File: src/rtl/irq_ctrl.sv
// Interrupt controller for CP0 HWInt[5:0]: synchronized edge/level capture, enable mask, status encoder.
// Define IRQ_TIMER_EN to compile in the countdown timer that takes over line 0.
module irq_ctrl #(
  parameter int unsigned SYNC_STAGES = 2
) (
  input  logic        clk,
  input  logic        reset,
  input  logic [5:0]  irq_in,
  input  logic        we,
  input  logic [2:0]  addr,
  input  logic [31:0] wd,
  output logic [31:0] rd,
  output logic [5:0]  hwint
);
  localparam int unsigned NumLines = 6;
  localparam int unsigned DataW    = 32;

  logic [SYNC_STAGES-1:0][NumLines-1:0] syncQ;
  logic [NumLines-1:0] syncOut, lineIn, linePrev;
  logic [NumLines-1:0] pend, pendNext, enReg, modeReg;
  logic [2:0]          statIdx;
  logic                wrPend, wrEn, wrMode, timerFire;

  assign wrPend  = we && (addr == 3'd0);
  assign wrEn    = we && (addr == 3'd1);
  assign wrMode  = we && (addr == 3'd2);
  assign syncOut = syncQ[SYNC_STAGES-1];

`ifdef IRQ_TIMER_EN
  // Line 0 belongs to the timer, so its external input is dropped here.
  assign lineIn = syncOut & ~NumLines'(1);
`else
  assign lineIn = syncOut;
`endif

  always_ff @(posedge clk or negedge reset) begin
    if (!reset) begin
      syncQ    <= '0;
      linePrev <= '0;
      pend     <= '0;
      enReg    <= '0;
      modeReg  <= '0;
    end else begin
      syncQ    <= {syncQ[SYNC_STAGES-2:0], irq_in};
      linePrev <= lineIn;
      pend     <= pendNext;
      if (wrEn)   enReg   <= wd[NumLines-1:0];
      if (wrMode) modeReg <= wd[NumLines-1:0];
    end
  end

  // Edge lines: set on rising edge (set beats a same-cycle clear); level lines track the input.
  always_comb begin
    pendNext = pend;
    for (int i = 0; i < NumLines; i++) begin
      if (modeReg[i]) begin
        if (wrPend && wd[i]) pendNext[i] = 1'b0;
        if (lineIn[i] && !linePrev[i]) pendNext[i] = 1'b1;
      end else begin
        pendNext[i] = lineIn[i];
      end
    end
    if (timerFire) pendNext[0] = 1'b1;
  end

  assign hwint = pend & enReg;

  always_comb begin
    statIdx = '0;
    for (int i = 0; i < NumLines; i++) begin
      if (hwint[i]) statIdx = 3'(i);
    end
  end

`ifdef IRQ_TIMER_EN
  typedef enum logic {IDLE, RUN} timerState_t;

  timerState_t      timerState, timerStateNext;
  logic [DataW-1:0] presetReg, countReg, countNext;
  logic             ctrlEna, ctrlAuto, enaNext, autoNext;
  logic             wrPreset, wrCtrl;

  assign wrPreset = we && (addr == 3'd4);
  assign wrCtrl   = we && (addr == 3'd6);

  always_ff @(posedge clk or negedge reset) begin
    if (!reset) begin
      timerState <= IDLE;
      presetReg  <= '0;
      countReg   <= '0;
      ctrlEna    <= 1'b0;
      ctrlAuto   <= 1'b0;
    end else begin
      timerState <= timerStateNext;
      countReg   <= countNext;
      ctrlEna    <= enaNext;
      ctrlAuto   <= autoNext;
      if (wrPreset) presetReg <= wd;
    end
  end

  // A CTRL write takes priority over counting in the same cycle.
  always_comb begin
    timerStateNext = timerState;
    countNext      = countReg;
    enaNext        = ctrlEna;
    autoNext       = ctrlAuto;
    timerFire      = 1'b0;
    if (wrCtrl) begin
      enaNext  = wd[0];
      autoNext = wd[1];
      if (wd[0]) begin
        countNext      = presetReg;
        timerStateNext = RUN;
      end else begin
        timerStateNext = IDLE;
      end
    end else begin
      case (timerState)
        RUN: begin
          if (countReg > DataW'(1)) begin
            countNext = countReg - DataW'(1);
          end else begin
            timerFire = 1'b1;
            if (ctrlAuto) begin
              countNext = presetReg;
            end else begin
              countNext      = '0;
              enaNext        = 1'b0;
              timerStateNext = IDLE;
            end
          end
        end
        default: ;
      endcase
    end
  end
`else
  logic unusedWd;
  assign timerFire = 1'b0;
  assign unusedWd  = ^wd[DataW-1:NumLines];
`endif

  always_comb begin
    rd = '0;
    case (addr)
      3'd0: rd = DataW'(pend);
      3'd1: rd = DataW'(enReg);
      3'd2: rd = DataW'(modeReg);
      3'd3: rd = {|hwint, 28'd0, statIdx};
`ifdef IRQ_TIMER_EN
      3'd4: rd = presetReg;
      3'd5: rd = countReg;
      3'd6: rd = {30'd0, ctrlAuto, ctrlEna};
`endif
      default: rd = '0;
    endcase
  end
endmodule

File: config.mk
export PLATFORM = sky130hd
export DESIGN_NAME = irq_ctrl
export DESIGN_NICKNAME = d
export VERILOG_FILES = /design/src/rtl/irq_ctrl.sv
export SDC_FILE = /design/constraint.sdc
export NUM_CORES = 1
export LEC_CHECK = 0
export CAP_MARGIN = 10
export CORE_UTILIZATION = 44
export CTS_CLUSTER_SIZE = 40
export DETAILED_ROUTE_END_ITERATION = 6
export PLACE_DENSITY = 0.9
export SYNTH_ARGS = -nofsm -noshare
export SYNTH_HDL_FRONTEND = slang
export SYNTH_SLANG_ARGS = --single-unit
File: constraint.sdc
create_clock -name clk -period 1.3 [get_ports clk]
set_input_delay 0.13 -clock clk [delete_from_list [all_inputs] [get_ports clk]]
set_output_delay 0.13 -clock clk [all_outputs]
set_load 0.005 [all_outputs]
## Word-level counts from Yosys, hierarchy flattened

Cells that the tools add are included.

| word-level totals | value |
|---|---|
| output and inout port bits | 38 |
| logic and storage cells | 68 |
| register bits | 36 |

| cells by class | value |
|---|---|
| equality and inequality tests | 9 |
| multiplexer cells | 24 |
| bitwise operators | 1 |
| reduce and logical (&&, ||, !) cells | 23 |

Operators with widths:

| operator | count |
|---|---|
| one-hot mux 32 bit (4 select lines) | 1 |
| 2-to-1 mux 1 bit | 19 |
| inequality test 3 x 1 -> 1 bit (second input constant) | 6 |
| logical AND 1 bit | 15 |
| 2-to-1 mux 3 bit | 4 |
| AND 6 bit | 1 |
| == test 3 x 2 -> 1 bit (second input constant) | 2 |
| zero test 1 bit | 6 |
| OR reduction 6 bit | 1 |
| == test 3 x 1 -> 1 bit (second input constant) | 1 |
| zero test 3 bit | 1 |

## Depth between registers and ports, before layout

Gate-level depths: netlist of run 1.

| logic depth | value |
|---|---|
| depth in word-level cells | 7 |
| depth in mapped cells | 4 |
| mapped depth without buffers | 4 |

## Worst setup path after synthesis of run 1

OpenSTA, ideal clock, no wires.

| timing path | value |
|---|---|
| kind | input to register |
| start | input addr[2] |
| end | register enReg[0] |
| setup time | 0.125 ns |
| data arrival time | 1.028 ns |
| buffers on the path | 2 |
| path slack | 0.147 ns |
| cell stages on the path | 4 |
| cell sequence | buf_2 > nor4bb_1 > buf_4 > mux2_4 |

| on the way | value |
|---|---|
| longest elaborated chain between the ends | 2 |

RTL lines:

| item | line | RTL |
|---|---|---|
| start: declaration | 10 | `input logic [2:0] addr,` |
| == test 3 x 1 -> 1 bit | 25 | `assign wrEn = we && (addr == 3'd1);` |
| logical AND 1 bit | 25 |  |
| end signal: assignment | 47 | `if (wrEn) enReg <= wd[NumLines-1:0];` |
| end: declaration | 20 | `logic [NumLines-1:0] pend, pendNext, enReg, modeReg;` |

Every way passes these cells.
A chain may end at the register's enable or synchronous reset.

## Final worst setup path of run 1

| timing path | value |
|---|---|
| start | register pend[4] |
| end | output rd[1] |

| on the way | value |
|---|---|
| longest elaborated chain between the ends | 4 |

RTL lines:

| item | line | RTL |
|---|---|---|
| start: declaration | 20 |  |
| start signal: assignment | 46 | `pend <= pendNext;` |
| AND 6 bit | 66 | `assign hwint = pend & enReg;` |
| 2-to-1 mux 3 bit (2 in a row) | 71 | `if (hwint[i]) statIdx = 3'(i);` |
| one-hot mux 32 bit (4 select lines) | 146 | `case (addr)` |
| end: declaration | 12 | `output logic [31:0] rd,` |

Every way passes these cells.

==> impl_metrics.py, run 1 <==
metrics = {
    "status": {
        "status": "complete, but fails checks",
        "violations": "negative setup slack",
    },
    "synthesis": {
        "ys_seq_elements": 36,
        "synth_cell_type_count": 28,
        "synth-seq-area-share_pct": 51.99,
        "synth_edf_count": 0,
        "synth_area_leaders": "dfrtp_1, buf_4, mux2_4, nand2_1, a32o_1",
        "async_flop_share_pct": 100.0,
        "yosys_warnings": 0,
        "synthFlopType": "dfrtp_1",
        "synth_top_area_cell": "dfrtp_1",
        "synth.top_cell.area_share_pct": 51.99,
        "syn_area_um2": 1733,
        "syn_area_per_cell_um2": 12.20,
        "syn_inst": 142,
    },
    "setup_path": {
        "worstReg2RegEnd": "pend[3]",
        "arrival_ns": 1.42,
        "cp-end-kind": "primary output",
        "reg2reg_slack_ns": 0.21,
        "cp_data_required_time_ns": 1.17,
        "rr_worst_depth": 4,
        "cp_max_fo": 3,
        "worstSetupStartpointType": "register",
        "regToRegStartpoint": "pend[3]",
        "criticalPathCategory": "register to primary output",
    },
    "place": {
        "portBuffers": 30,
        "post-dp-hpwl_um": 2592,
        "place_inst": 248,
        "finalWeightedCongestion": 0.8632,
    },
    "floorplanning": {
        "core_um2": 3716,
        "die-area_um2": 4193,
        "die_y_um": 64.76,
        "rows": 22,
        "ios": 82,
        "die_x_um": 64.76,
        "start_util_pct": 46.63,
    },
    "clock_tree": {
        "clk_transition_reported_paths_ns": 0.07,
        "clock-root-buffer": "clkbuf_8",
        "numCtsBuffers": 5,
        "clock_sinks": 36,
        "htreeDepth": 2,
        "insertion_delay_ns": 0.28,
        "cts_hold_buf": 0,
        "cts_max_path_buffers": 2,
        "cts_tree": "built",
    },
    "sta": {
        "setup_violations": 7,
        "max_freq_mhz": 646.8,
        "fin_crit_sh_pct": 118.9,
        "layout_min_cycle_time_ns": 1.546,
        "hold_viol": 0,
        "finalSetupTns_ns": -1.213,
        "rsz0062_at_grt": "yes",
        "clock_skew_ns": 0.003939,
        "holdWs_ns": 0.2120,
        "fin_ws_ns": -0.2461,
        "drv_slew": 0,
    },
    "flow_run": {
        "maxCapViolCount": 0,
    },
    "global_routing": {
        "track_usage_pct": 22.05,
        "grt_first_pass_wirelength_um": 6762,
        "first_global_vias": 1372,
        "grt_max_degree": 37,
        "grt-ovfl-total": 0,
        "antenna_found_initial": 0,
    },
    "detailed_routing": {
        "routed_wl_um": 4154,
        "vias_per_cell": 4.887,
        "drt-pass1-iter-count": 4,
        "dr_total_vias": 1344,
        "antenna_left": 0,
        "drtIter0Drc": 88,
        "avgRoutedWirePerCell_um": 15.11,
        "drcViolationCount": 0,
    },
    "pwr": {
        "p_comb_share_pct": 33.4,
        "p_total_mw": 3.287,
        "p_switching_mw": 0.8893,
        "p_leak_nw": 1.230,
        "p_sw_share_pct": 27.05,
        "powerDensity_nw_per_um2": 1309,
        "ir_drop_mv": 0.7993,
        "internal_power_mw": 2.398,
        "p_seq_share_pct": 42.2,
        "clkPwrFrac_pct": 24.4,
    },
    "layout": {
        "final_layout_size_suffix_gt1_share_pct": 46.70,
        "fin_util_pct": 67.58,
        "fin_nets": 270,
        "area_growth_pct": 44.91,
        "fin_cells": 275,
        "n_antenna_cell": 0,
    },
    "min_path": {
        "holdCritPathClass": "input pin to async pin",
    },
}
[what timing repair did]
action,in CTS,in global routing
gates cloned,0,0
setup endpoints to repair,31,19
buffers inserted,18,1
gates resized for setup,68,18
pin swaps,16,11
[worst max path at each step]
stage | depth (start not counted) | endpoint | startpoint | slack (ns)
finish | 5 | rd[1] | pend[4] | -0.25
global route | 5 | rd[2] | pend[4] | -0.31
CTS | 5 | rd[0] | pend[4] | -0.25
detailed placement | 6 | rd[0] | addr[0] | -0.64
global placement | 6 | rd[5] | addr[1] | -0.62
floorplan | 4 | enReg[0] | addr[2] | 0.15
[Yosys cell counts (2+ instances only)]
cell      number
nor2_1         2
mux2i_1        6
dfrtp_1       36
buf_6          2
a21oi_1        3
nor2b_1        2
a32o_1         6
and2_1         5
o21a_1         2
nand3b_1       3
inv_1          2
buf_4         26
nand2_1       17
o22ai_1        2
mux2_4        12
buf_2          2
or2_0          3
[logic make-up (layout without fill, tap and decap cells)]
family / after synthesis / in the layout / synth area share, %
compound gates: 19 / 19 / 8.375
buf+inv: 32 / 93 / 13.57
other cells: 1 / 25 / 0.2164
mux: 18 / 18 / 13.86
flops: 36 / 36 / 51.99
simple gates: 36 / 36 / 11.99
[sequential cells by signal, summed over array words and instances, names as in the netlist]
signal and count:
pend 6, syncQ 6, modeReg 6, enReg 6, lineIn 6, linePrev 6
[layout make-up]
class | count | area, µm²
Sequential cell | 36 | 903.4
Tap cell | 48 | 60.06
Inverter | 2 | 7.507
Fill cell | 271 | 1205
Clock buffer | 8 | 90.09
Multi-Input combinational cell | 98 | 757.0
Timing Repair Buffer | 83 | 693.2
[worst max-delay path, stage by stage (launching register included)]
cell and delay [ns]:
dfrtp_1 0.40, buf_4 0.15, a22oi_2 0.20, nand3_1 0.11, o22ai_1 0.14, buf_2 0.14
[per-stage QoR]
| step | worst slack (ns) | instance area [µm²] |
|---|---|---|
| 2_1_floorplan | 0.1467 | 1823 |
| 3_3_place_gp | -0.6242 | 2236 |
| 3_5_place_dp | -0.6403 | 2236 |
| 4_1_cts | -0.2490 | 2474 |
| 5_1_grt | -0.3078 | 2511 |
| 6_report | -0.2461 | 2511 |
[layout by cell type, fill, tap and decap left out, types with 3 or more instances in the layout]
master,instances
a32o_1,5
and2_4,4
buf_2,9
buf_4,44
buf_6,9
clkbuf_2,3
clkbuf_8,6
clkdlybuf4s50_1,13
conb_1,25
dfrtp_1,34
mux2_4,12
mux2i_1,5
nand2_1,15
nand3b_1,3
[per-layer routing]
metal	vias up	wire length [µm]	track usage [%]
met5	-	0	0
met4	0	115	5.833
met3	10	215	4.577
met2	52	2228	42.19
met1	673	1595	24.20
li1	609	-	-
[power by group through the flow]
stage	clock network [mW]	registers, mW	logic, mW
floorplan	0	1.38	0.419
global placement	0	1.39	0.829
detailed placement	0	1.40	0.868
CTS	0.818	1.37	1.05
global route	0.881	1.40	1.19
finish	0.801	1.39	1.10
Note: power is estimated with default switching activity, not from simulation.
==> inputs of run 2 (changes only) <==
--- a/config.mk
+++ b/config.mk
@@ -10,6 +10,7 @@
 export CTS_CLUSTER_SIZE = 40
 export DETAILED_ROUTE_END_ITERATION = 6
 export PLACE_DENSITY = 0.9
+export SKIP_CTS_REPAIR_TIMING = 1
 export SYNTH_ARGS = -nofsm -noshare
 export SYNTH_HDL_FRONTEND = slang
 export SYNTH_SLANG_ARGS = --single-unit
==> constraint.sdc (replaced) <==
create_clock -name clk -period 2 [get_ports clk]
set_input_delay 0.2 -clock clk [delete_from_list [all_inputs] [get_ports clk]]
set_output_delay 0.2 -clock clk [all_outputs]
set_load 0.005 [all_outputs]
==> impl_metrics.py, run 2 (same netlist as run 1, synthesis figures left out) <==
metrics = {
    "place": {
        "portBuffers": 30,
        "finalWeightedCongestion": 0.8300,
        "post-dp-hpwl_um": 2383,
        "pre_cts_ws_ns": -0.04879,
    },
    "layout": {
        "fill_cells": 307,
        "mostFrequentLayoutCells": "dfrtp_1, conb_1, clkdlybuf4s50_1",
        "final_common_cell": "dfrtp_1",
        "fin_nets": 231,
        "final_layout_size_suffix_gt1_share_pct": 20.74,
        "area_growth_pct": 28.01,
        "area.sequential_um2": 900.9,
        "n_antenna_cell": 0,
        "multi_input_area_um2": 700.7,
    },
    "clock_tree": {
        "cts_max_path_buffers": 2,
        "clock-root-buffer": "clkbuf_8",
        "insertion_delay_ns": 0.29,
        "htreeDepth": 2,
        "clk_transition_reported_paths_ns": 0.07,
        "cts_tree": "built",
        "numCtsBuffers": 5,
        "clock_sinks": 36,
    },
    "setup_path": {
        "arrival_ns": 1.44,
        "cp_data_required_time_ns": 1.80,
        "cp_max_fo": 14,
        "criticalPathCategory": "input pin to primary output",
        "cp-end-kind": "primary output",
        "worstSetupStartpointType": "input pin",
    },
    "pwr": {
        "powerDensity_nw_per_um2": 884.6,
        "p_leak_nw": 1.105,
        "ir_drop_mv": 0.3782,
        "p_total_mw": 1.962,
    },
    "detailed_routing": {
        "routed_wl_um": 3222,
        "antenna_left": 0,
        "drt-pass1-iter-count": 4,
        "dr_total_vias": 1146,
        "drtIter0Drc": 61,
        "vias_per_cell": 4.856,
        "drcViolationCount": 0,
        "avgRoutedWirePerCell_um": 13.65,
    },
    "floorplanning": {
        "core_um2": 3716,
        "die_x_um": 64.76,
        "die_y_um": 64.76,
        "start_util_pct": 46.63,
        "ios": 82,
        "die-area_um2": 4193,
        "rows": 22,
    },
    "sta": {
        "fin_crit_sh_pct": 82.14,
        "setup_violations": 0,
        "clock_skew_ns": 0.002886,
        "hold_viol": 0,
        "drv_slew": 0,
        "rsz0062_at_grt": "no",
        "max_freq_mhz": 608.8,
        "layout_min_cycle_time_ns": 1.643,
        "fin_ws_ns": 0.3573,
    },
    "global_routing": {
        "track_usage_pct": 17.24,
        "antenna_found_initial": 0,
        "grt_first_pass_wirelength_um": 5195,
        "grt_max_degree": 37,
        "first_global_vias": 1135,
        "grt-ovfl-total": 0,
    },
    "min_path": {
        "holdCritPathClass": "input pin to async pin",
    },
    "flow_run": {
        "maxCapViolCount": 0,
    },
    "status": {
        "status": "complete, no violations",
    },
}
## run 2: cell count changes in the layout (fill, tap and decap cells not counted), sizes merged
cell           before  now
bufinv              0    1
clkdlybuf4s50      13   22
clkinv              0    1
dlygate4sd2         1    0
buf                64   14
clkinvlp            0    1
clkdlybuf4s15       1    0
dlymetal6s2s        1    8
clkbuf             11    5
## run 2: metrics by stage
stage                     utilization, %  hold WS (ns)  TNS [ns]  std cells  instance area, µm²
after CTS                          58.79        0.3241   -0.2275        236                2185
final                              59.70        0.3153         0        236                2218
after global routing               59.70        0.3353         0        236                2218
after detailed placement           55.79        0.3355   -0.1903        228                2073
after global placement             55.79        0.3316  -0.07059        228                2073
after floorplan                        -      -0.09559         0        166                1823
## run 2: worst paths after layout
check	depth (start not counted)	slack, ns	start	end
max	6	0.36	addr[0]	rd[5]
min	2	0.32	reset	syncQ[0]
max reg2reg	1	1.18	enReg[4]	enReg[4]
min reg2reg	0	0.35	syncQ[4]	lineIn[4]
max in group asynchronous	2	1.37	reset	modeReg[2]
min in group clk	1	0.34	irq_in[1]	syncQ[1]
## run 2: worst max-delay path, cell delays in order
cell,delay (ns)
clkdlybuf4s50_1,0.50
buf_12,0.15
mux2i_1,0.08
or2_0,0.20
a21oi_1,0.14
dlymetal6s2s_1,0.17
## run 2: power breakdown
part | switching (mW) | internal, mW
Clock | 0.261 | 0.368
Sequential | 0.0883 | 0.825
Combinational | 0.160 | 0.260
## run 2: metal layers
metal	vias to the layer above	global-route usage (%)	share of wire [%]
li1	529	-	-
met1	566	19.03	42
met2	43	29.17	50
met3	8	4.577	5.4
met4	0	10.83	2.5
met5	-	0	0
## run 2: area by class of cell
cell class / count / share of cell area [%]
Multi-Input combinational cell: 98 / 31.58
Clock buffer: 5 / 3.102
Tap cell: 48 / 2.707
Timing Repair Buffer: 44 / 19.74
Sequential cell: 36 / 40.61
Inverter: 2 / 0.3384
Clock inverter: 3 / 1.918
